### src/rtl/reg_write_initiator.sv
// Write initiator for single-cycle register writes: queues upstream words in a FIFO and issues each one
// as a one-cycle write strobe, then retires the word on done or drops it after a bounded wait.
module reg_write_initiator #(
    parameter int unsigned WIDTH   = 2,
    parameter int unsigned DEPTH   = 4,
    parameter int unsigned TIMEOUT = 15
) (
    input  logic             clk,
    input  logic             reset,
    input  logic [WIDTH-1:0] in_data,
    input  logic             in_valid,
    output logic             in_ready,
    output logic [WIDTH-1:0] reg_in,
    output logic             reg_write_en,
    input  logic             reg_done,
    input  logic             err_clr,
    output logic             busy,
    output logic             err,
    output logic [7:0]       wr_count
);

    localparam int unsigned PTR_W = $clog2(DEPTH);
    localparam int unsigned CNT_W = $clog2(DEPTH + 1);
    localparam int unsigned TMR_W = 8;

    localparam logic [1:0] IDLE  = 2'd0;
    localparam logic [1:0] ISSUE = 2'd1;
    localparam logic [1:0] WAIT  = 2'd2;

    logic [1:0]       state_q, state_d;
    logic [WIDTH-1:0] mem_q [DEPTH];
    logic [PTR_W-1:0] rd_ptr_q, rd_ptr_d, wr_ptr_q;
    logic [CNT_W-1:0] count_q, count_d;
    logic [TMR_W-1:0] timer_q, timer_d;
    logic [7:0]       wr_count_d;
    logic [WIDTH-1:0] head_d;
    logic             push, pop, set_err;

    // Next-state, FIFO bookkeeping and timer update
    always_comb begin
        state_d    = state_q;
        timer_d    = timer_q;
        wr_count_d = wr_count;
        pop        = 1'b0;
        set_err    = 1'b0;
        push       = in_valid & in_ready;
        count_d    = count_q + CNT_W'(push);

        case (state_q)
            IDLE: begin
                if (count_q != '0) state_d = ISSUE;
            end
            ISSUE: begin
                timer_d = '0;
                state_d = WAIT;
            end
            WAIT: begin
                if (reg_done) begin
                    pop        = 1'b1;
                    wr_count_d = wr_count + 8'd1;
                end else if (timer_q == TMR_W'(TIMEOUT - 1)) begin
                    pop     = 1'b1;
                    set_err = 1'b1;
                    state_d = IDLE;
                end else begin
                    timer_d = timer_q + TMR_W'(1);
                end
            end
            default: state_d = IDLE;
        endcase

        count_d  = count_q + CNT_W'(push) - CNT_W'(pop);
        rd_ptr_d = pop ? rd_ptr_q + PTR_W'(1) : rd_ptr_q;

        if (state_q == WAIT && reg_done)
            state_d = (count_d != '0) ? ISSUE : IDLE;

        // A word pushed into a FIFO that empties this cycle is not yet in memory
        head_d = (count_q == CNT_W'(pop)) ? in_data : mem_q[rd_ptr_d];
    end

    // FSM state register
    always_ff @(posedge clk or negedge reset) begin
        if (!reset) state_q <= IDLE;
        else        state_q <= state_d;
    end

    // FIFO storage
    always_ff @(posedge clk) begin
        if (push) mem_q[wr_ptr_q] <= in_data;
    end

    // Pointers, occupancy, timer and registered outputs
    always_ff @(posedge clk or negedge reset) begin
        if (!reset) begin
            rd_ptr_q     <= '0;
            wr_ptr_q     <= '0;
            count_q      <= '0;
            timer_q      <= '0;
            reg_in       <= '0;
            reg_write_en <= 1'b0;
            in_ready     <= 1'b1;
            busy         <= 1'b0;
            err          <= 1'b0;
            wr_count     <= '0;
        end else begin
            rd_ptr_q     <= rd_ptr_d;
            wr_ptr_q     <= push ? wr_ptr_q + PTR_W'(1) : wr_ptr_q;
            count_q      <= count_d;
            timer_q      <= timer_d;
            reg_write_en <= (state_d == ISSUE);
            if (state_d == ISSUE) reg_in <= head_d;
            in_ready     <= (count_d != CNT_W'(DEPTH));
            busy         <= (count_d != '0) | (state_d != IDLE);
            wr_count     <= wr_count_d;
            if (set_err)      err <= 1'b1;
            else if (err_clr) err <= 1'b0;
        end
    end

endmodule

### config.mk
export PLATFORM = sky130hd
export DESIGN_NAME = reg_write_initiator
export DESIGN_NICKNAME = d
export VERILOG_FILES = /design/src/rtl/reg_write_initiator.sv
export SDC_FILE = /design/constraint.sdc
export NUM_CORES = 1
export LEC_CHECK = 0
export CAP_MARGIN = 20
export CORE_MARGIN = 3
export CORE_UTILIZATION = 58
export DETAILED_ROUTE_END_ITERATION = 6
export PLACE_DENSITY = 0.83
export SLEW_MARGIN = 25
export SYNTH_ARGS = -nofsm -noshare
export SYNTH_HDL_FRONTEND = slang
export SYNTH_SLANG_ARGS = --single-unit
### constraint.sdc
create_clock -name clk -period 7 [get_ports clk]
set_input_delay 0.7 -clock clk [delete_from_list [all_inputs] [get_ports clk]]
set_output_delay 0.7 -clock clk [all_outputs]
set_load 0.02 [all_outputs]
==> impl_results.md, run 1 <==
- Largest net degree at the start of global routing: 32
- Peak fanout along the critical path: 8
- Synth warn: 0
- Final Critical Period: 3.765 ns
- Initial Utilization: a little over three fifths
- Detail Placement HPWL: around 2800 um
- Max transition margin: a little under two thirds
- Detailed-route wire length: between 3000 and 4000 um
- Post-Synthesis Net Count: ~190
- Number of distinct library cells after synthesis: 44
- Final hold slack: 0.4841 ns
- Area of placed instances: between 2000 and 2500 um2
- Number of inserted filler cells in the final layout: 250
- Final max-slew violation count: 0
- Setup skew after layout: ~0.0029 ns
- Accumulated negative setup slack: 0 ns
- Reg clk slew, reported paths: roughly 0.10 ns
- Count of nets left with antenna violations after detail routing: 0
- Die width: 64.48 um
- Maximum Capacitance Violations: 0
- Number of nets at the end of the flow: about 220
- Buffer type at the clock tree root: clkbuf_4
- Pre-Repair DR Iteration Count: 4
- RSZ-0062 raised after global routing: false
- Power per cell area: approximately 380 nW/um2
- Total clock buffers created by CTS: 5
- Required time worst endpoint: approximately 7.3 ns
- Number of vias per cell: 5.740
- Maximum clock path buffer count: 2
- Final global-route overflow total: 0
- Launch point of the worst hold path: wr_count[7]$_DFFE_PN0P_
- Minimum setup slack after placement: ~2.9 ns
- Setup WS post-layout: 3.235 ns
- Worst setup path startpoint: reg_done
- DRC violation total after the first TritonRoute iteration: between 70 and 80
- Leakage: slightly below 1 nW
- H-Tree Depth: 2
- Status: completed
- Cell count after synthesis: about 180
- Max Clk Rate: 265.6 MHz
- Die area: around 4200 um2
- Share of the yosys chip area belonging to registers: a little over 50%
- Total of cells resized after clock tree synthesis: 0
- DR DRC count: 0
- Flip-flop cell with the highest count after synthesis: dfrtp_1
- Sinks on Clock Net: 39
- Top Ports: 21
- Path type of the worst min-delay path: flop to flop
- Count of final setup violators: 0
- Mean Syn Cell Area: 11.20 um2
- Startpoint of the worst-slack reg-to-reg timing path: timer_q[0]$_DFFE_PN0P_
- Measured slew at the worst slew-check pin: 0.5415 ns
- Placeable core region: 3153 um2
- Global placer's final weighted congestion: a little under 0.9
- Async set-or-reset flop fraction in the synthesized netlist: about 79%
- Largest vdd supply drop: 252.5 uV
- Layout cell share with drive strength beyond 1: around 8.9%
- Vertical die dimension: about 64 um
- Crit Path Category: primary input to flop
- Post-cts hold buffer count: 0
- Quantity of I/O buffers inserted on ports: 20
- Critical Path Source Type: primary input
- # placed instances: roughly 240
- Vias after detailed routing: between 1000 and 1500
- Fin area: ~2300 um2
- Data arrival time of the critical path: 4.03 ns
- Final period util: 53.79%
- Kind of capture point of the worst setup path: flop
- Netlist area before placement: 1983 um2
- Tot GR Track Use: 21.01%
- Worst skew pair latency: 0.34 ns
- Final Hold Fails: 0
- Initial antenna violation count: 0
- First-pass GRT wire length: 6748 um
- Number of register bits inferred by synthesis: 39
- Non-filler cells, final: 246
- Average wire per cell in the routed design: about 15 um
- Setup Fix Bufs, Post-CTS: 0
- Multi-input gate area: a little over 900 um2
- EDFF count, synth: 8
- Area of all sequential standard cells: between 1000 and 1500 um2
- Number of global-route vias before repair: between 1000 and 1500
- Clock tree from TritonCTS: built
- Signed area change from the synthesized netlist to the final layout: 14.57%
- Diode insertion count for antenna repair: 0
- Standard-cell row count: 20
==> through the flow <==
step | total power (W) | utilization (%)
final | 0.0008668 | 72.06
after global routing | 0.0009368 | 72.06
after CTS | 0.0008688 | 72.06
after detailed placement | 0.0007577 | 70.52
after global placement | 0.0007363 | 70.52
after floorplan | 0.0006413 | -
==> worst max-delay path, stage by stage <==
cell and delay (ns):
clkdlybuf4s50_1 0.64, o21ba_4 0.23, nor2_1 0.37, xnor2_1 0.14, ha_1 0.22, fa_1 0.38, xnor2_1 0.16, xnor2_1 0.31
o311ai_0 0.22, a21oi_1 0.39, o21ai_1 0.13, o22ai_1 0.13
==> flip-flops by register name, summed over array words and instances, names as in the netlist, 2 cells and up <==
name	cells
reg_in	2
count_q	3
wr_count	8
wr_ptr_q	2
timer_q	8
state_q	2
rd_ptr_q	2
mem_q	8
==> cell usage in the layout (no fill, tap or decap), drive strengths merged, types with 2 or more instances in the layout <==
master | netlist | final
o21bai | 3 | 3
xor2 | 9 | 9
and2 | 2 | 2
and3 | 7 | 7
nor2b | 2 | 2
o22ai | 2 | 2
nand2 | 10 | 10
or3 | 2 | 2
nor3 | 5 | 5
a21oi | 4 | 4
mux2i | 4 | 4
mux2 | 3 | 3
nand2b | 3 | 3
inv | 9 | 9
nand3 | 5 | 5
o21ai | 9 | 9
clkdlybuf4s50 | 0 | 20
nor2 | 17 | 17
dfrtp | 30 | 30
ha | 8 | 8
edfxtp | 8 | 8
clkbuf | 0 | 8
and4 | 3 | 3
xnor2 | 10 | 10
nand4 | 5 | 5
==> final cells by class <==
class                      count  share of cell area, %
clock buffer                   8                  2.148
multi-input combinational    125                  40.03
sequential                    39                  44.77
timing repair buffer          21                  9.141
inverter                       9                  1.487
tap                           44                  2.423
==> synth_stat cells (2+ instances only) <==
library cell  number  share of area [%]
o21bai_1           3                1.1
dfrtp_1           30                 38
nand2b_1           3               0.95
nor2_1            17                3.2
and4_1             2               0.88
xor2_1             9                4.0
and2_1             2               0.63
mux2_2             3                1.7
nor3_1             5                1.3
nand4_1            5                1.6
nor2b_1            2               0.63
nand3_1            5                1.3
ha_1               8                5.0
a21oi_1            4                1.0
buf_2              3               0.76
o21ai_0            6                1.5
o21ai_1            2               0.50
xnor2_1           10                4.4
edfxtp_1           8                 12
inv_1              9                1.7
mux2i_1            4                2.0
and3_1             6                1.9
nand2_1           10                1.9
==> where the power goes <==
part | leakage [nW] | total, W | internal, W | switching, W
logic | 0.488 | 0.000385 | 0.000179 | 0.000206
registers | 0.465 | 0.000375 | 0.000301 | 0.0000744
clock network | 0.0265 | 0.000107 | 0.0000401 | 0.0000669
total | 0.980 | 0.000867 | 0.000520 | 0.000347
==> worst paths after layout <==
check	slack, ns	cells past startpoint	endpoint
worst max-delay path	3.23	12	reg_in[0]$_DFFE_PN0N_
worst min-delay path	0.48	1	wr_count[7]$_DFFE_PN0P_
worst max register to register	3.28	14	reg_in[0]$_DFFE_PN0N_
worst min register to register	0.48	1	wr_count[7]$_DFFE_PN0P_
max in group asynchronous	5.94	2	in_ready$_DFF_PN1_
min in group asynchronous	0.75	2	wr_count[6]$_DFFE_PN0P_
==> per-layer routing <==
layer  vias to the layer above  wire, um  track usage, %
met3                         5       181           6.066
met5                         -         0               0
met2                        42      1793           33.51
li1                        676         -               -
met1                       689      1740           28.29
met4                         0        37           5.541
==> kinds of logic (layout without fill, tap and decap cells) <==
| logic type | Yosys count | in the layout | synth area share, % |
|---|---|---|---|
| and+or+nand+nor | 63 | 63 | 17.16 |
| DFF | 39 | 39 | 51.29 |
| AOI/OAI and AO/OA | 26 | 26 | 9.402 |
| xor gates and xnor gates | 19 | 19 | 8.391 |
| buffers and inverters | 13 | 38 | 2.839 |
| adders and majority gates | 9 | 9 | 6.057 |
| muxes | 8 | 8 | 4.858 |
Note: power is estimated with default switching activity, not from simulation.
==> run 2: changes to the inputs <==
--- a/config.mk
+++ b/config.mk
@@ -7,9 +7,9 @@
 export LEC_CHECK = 0
 export CAP_MARGIN = 20
 export CORE_MARGIN = 3
-export CORE_UTILIZATION = 58
+export CORE_UTILIZATION = 50
 export DETAILED_ROUTE_END_ITERATION = 6
-export PLACE_DENSITY = 0.83
+export PLACE_DENSITY = 0.77
 export SLEW_MARGIN = 25
 export SYNTH_ARGS = -nofsm -noshare
 export SYNTH_HDL_FRONTEND = slang
==> constraint.sdc (replaced) <==
create_clock -name clk -period 3.25 [get_ports clk]
set_input_delay 0.325 -clock clk [delete_from_list [all_inputs] [get_ports clk]]
set_output_delay 0.325 -clock clk [all_outputs]
set_load 0.02 [all_outputs]
==> run 2 against run 1 <==
First-iteration DRC count down 36%. Utilization down 7.4 points. Register-to-register slack worse by 3.1 ns. Clock skew up 0.0067 ns. Sequential share of layout area down 2.8 points. Highest routed layer unchanged.
==> impl_results.md, run 2 (synthesis gave the netlist of run 1 again) <==
- Count of nets left with antenna violations after detail routing: 0 (unchanged)
- Crit Path Category: flop to flop
- Critical Path Source Type: flop
- Buffer type at the clock tree root: clkbuf_8
- Setup WS post-layout: 0.1881 ns (-3.046 ns)
- Number of vias per cell: 5.751 (+0.19%)
- Layout cell share with drive strength beyond 1: 16.43% (+7.5 points)
- Top Ports: 21 (unchanged)
- Met2 routing resource usage after global routing: 32.38% (-1.1 points)
- Die width: 68.98 um (+7.0%)
- Kind of capture point of the worst setup path: flop
- Leading cell type in the layout, fill and taps excluded: dfrtp_1
- Fraction of met1 tracks used by global routing: 24.07% (-4.2 points)
- Reg clk slew, reported paths: 0.07 ns (-0.03 ns)
- Number of nets at the end of the flow: 228 (+5.1%)
- Non-filler cells, final: 261 (+6.1%)
- First-pass GRT wire length: 6782 um (+0.50%)
- Final Critical Period: around 3.1 ns
- Initial antenna violation count: 0 (unchanged)
- Accumulated negative setup slack: 0 ns (unchanged)
- Measured slew at the worst slew-check pin: 0.4819 ns (-0.05960 ns)
- Minimum setup slack after placement: 0.06512 ns (-2.861 ns)
- Maximum Capacitance Violations: 0 (unchanged)
- Largest vdd supply drop: 715.0 uV (+180%)
- Endpoint of the lowest-slack register-to-register path: reg_in[0]$_DFFE_PN0N_
- Final period util: 94.21%
- Initial Utilization: 52.97% (-9.9 points)
- Vias after detailed routing: 1501 (+6.3%)
- DR DRC count: 0 (unchanged)
- Signed area change from the synthesized netlist to the final layout: 22.08%
- Max Clk Rate: ~330 MHz
- Total Power: 0.002119 W (+140%)
- Registers with the most flip-flops: mem_q (8), timer_q (8), wr_count (8)
- Peak fanout along the critical path: 6 (-2)
- Setup slack, reg-to-reg: 0.19 ns (-3.09 ns)
- Largest net degree at the start of global routing: 32 (unchanged)
- H-Tree Depth: 2 (unchanged)
- Final Hold Fails: 0 (unchanged)
- Clock tree from TritonCTS: built
- Average wire per cell in the routed design: 16.02 um (+5.0%)
- Maximum clock path buffer count: 2 (unchanged)
- DRC violation total after the first TritonRoute iteration: 48 (-36%)
- Global placer's final weighted congestion: 0.8750 (-1.9%)
- Final global-route overflow total: 0 (unchanged)
- Quantity of I/O buffers inserted on ports: 20 (unchanged)
- Tot GR Track Use: 19.75% (-1.3 points)
- Sinks on Clock Net: 39 (unchanged)
- Die area: 4758 um2 (+14%)
- Commonest cells after routing, fill and taps aside: 30 x dfrtp_1, 20 x clkdlybuf4s50_1, 16 x nor2_1, 12 x buf_4, 10 x nand2_1
- Post-cts hold buffer count: 0 (unchanged)
- Count of final setup violators: 0 (unchanged)
- Worst skew pair latency: 0.29 ns (-0.05 ns)
- Power per cell area: 875.0 nW/um2 (+130%)
- Detailed-route wire length: 4181 um (+11%)
- Number of global-route vias before repair: 1481 (+2.9%)
- Max transition margin: 67.81% (+4.0 points)
- Path type of the worst min-delay path: primary input to async pin
- Required time worst endpoint: 3.47 ns (-3.79 ns)
- Placeable core region: 3744 um2 (+19%)
- Met3 track utilization from global routing: 6.321% (+0.26 points)
- Vertical die dimension: 68.98 um (+7.0%)
- Data arrival time of the critical path: 3.28 ns (-0.75 ns)
- Startpoint of the worst-slack reg-to-reg timing path: timer_q[4]$_DFFE_PN0P_
- Leakage: 1.061 nW (+8.2%)
- Setup skew after layout: 0.009600 ns (+0.006704 ns)
- Most crowded layer after global routing: met2
- Status: completed
- Pre-Repair DR Iteration Count: 4 (unchanged)
- Final hold slack: 0.4246 ns (-0.05948 ns)
- Standard-cell row count: 22 (+10%)
- Logic depth of the worst register-to-register path: 12 (-2)
- Final max-slew violation count: 0 (unchanged)
- Diode insertion count for antenna repair: 0 (unchanged)
- Total clock buffers created by CTS: 5 (unchanged)
- # placed instances: 249 (+4.6%)
- Detail Placement HPWL: 3048 um (+10%)
## run 2: power breakdown
part           switching (W)  leakage, nW  internal, W
Sequential          0.000158        0.465     0.000648
Clock               0.000162       0.0422     0.000151
Combinational       0.000515        0.553     0.000484
## run 2: metal layers
metal / wire [um] / vias to the layer above
li1: - / 696
met1: 1801 / 751
met2: 2134 / 48
met3: 197 / 6
met4: 47 / 0
met5: 0 / -
## run 2: layout make-up
cell class,count,area [um2]
tap,48,60.06
clock buffer,7,76.32
sequential,39,1017
timing repair buffer,32,290.3
multi-input combinational,125,938.4
clock inverter,1,5.005
fill,294,1323
inverter,9,33.78
## run 2: how the worst max path moves through the flow
| stage | from | to | slack (ns) | cells past startpoint |
|---|---|---|---|---|
| after detailed placement | timer_q[0]$_DFFE_PN0P_ | reg_in[1]$_DFFE_PN0N_ | 0.07 | 14 |
| final | timer_q[4]$_DFFE_PN0P_ | reg_in[0]$_DFFE_PN0N_ | 0.19 | 12 |
| after CTS | timer_q[4]$_DFFE_PN0P_ | reg_in[1]$_DFFE_PN0N_ | 0.06 | 12 |
| after floorplan | timer_q[0]$_DFFE_PN0P_ | reg_in[1]$_DFFE_PN0N_ | 0.11 | 14 |
| after global routing | timer_q[0]$_DFFE_PN0P_ | reg_in[0]$_DFFE_PN0N_ | -0.004 | 14 |
| after global placement | timer_q[4]$_DFFE_PN0P_ | reg_in[1]$_DFFE_PN0N_ | 0.22 | 12 |
## run 2: what timing repair did
item / CTS / global route
setup endpoints to repair: 2 / 4
pin swaps: 0 / 1
gates resized for setup: 2 / 4
setup buffers: 0 / 4
hold endpoints to repair: 0 / 0
## run 2: critical path, cell delays in order (launching register included)
cell,delay [ns]
dfrtp_1,0.41
or3_4,0.42
o21ba_4,0.26
nor2_2,0.12
xnor2_1,0.08
ha_1,0.19
fa_1,0.43
xnor2_2,0.24
xnor2_2,0.11
o311ai_2,0.28
a21oi_2,0.15
buf_4,0.16
o22ai_1,0.13
## run 2: through the flow
step | util, % | instance area [um2]
2_1_floorplan | - | 1983
3_3_place_gp | 60.93 | 2281
3_5_place_dp | 60.93 | 2281
4_1_cts | 63.20 | 2366
5_1_grt | 64.67 | 2421
6_report | 64.67 | 2421
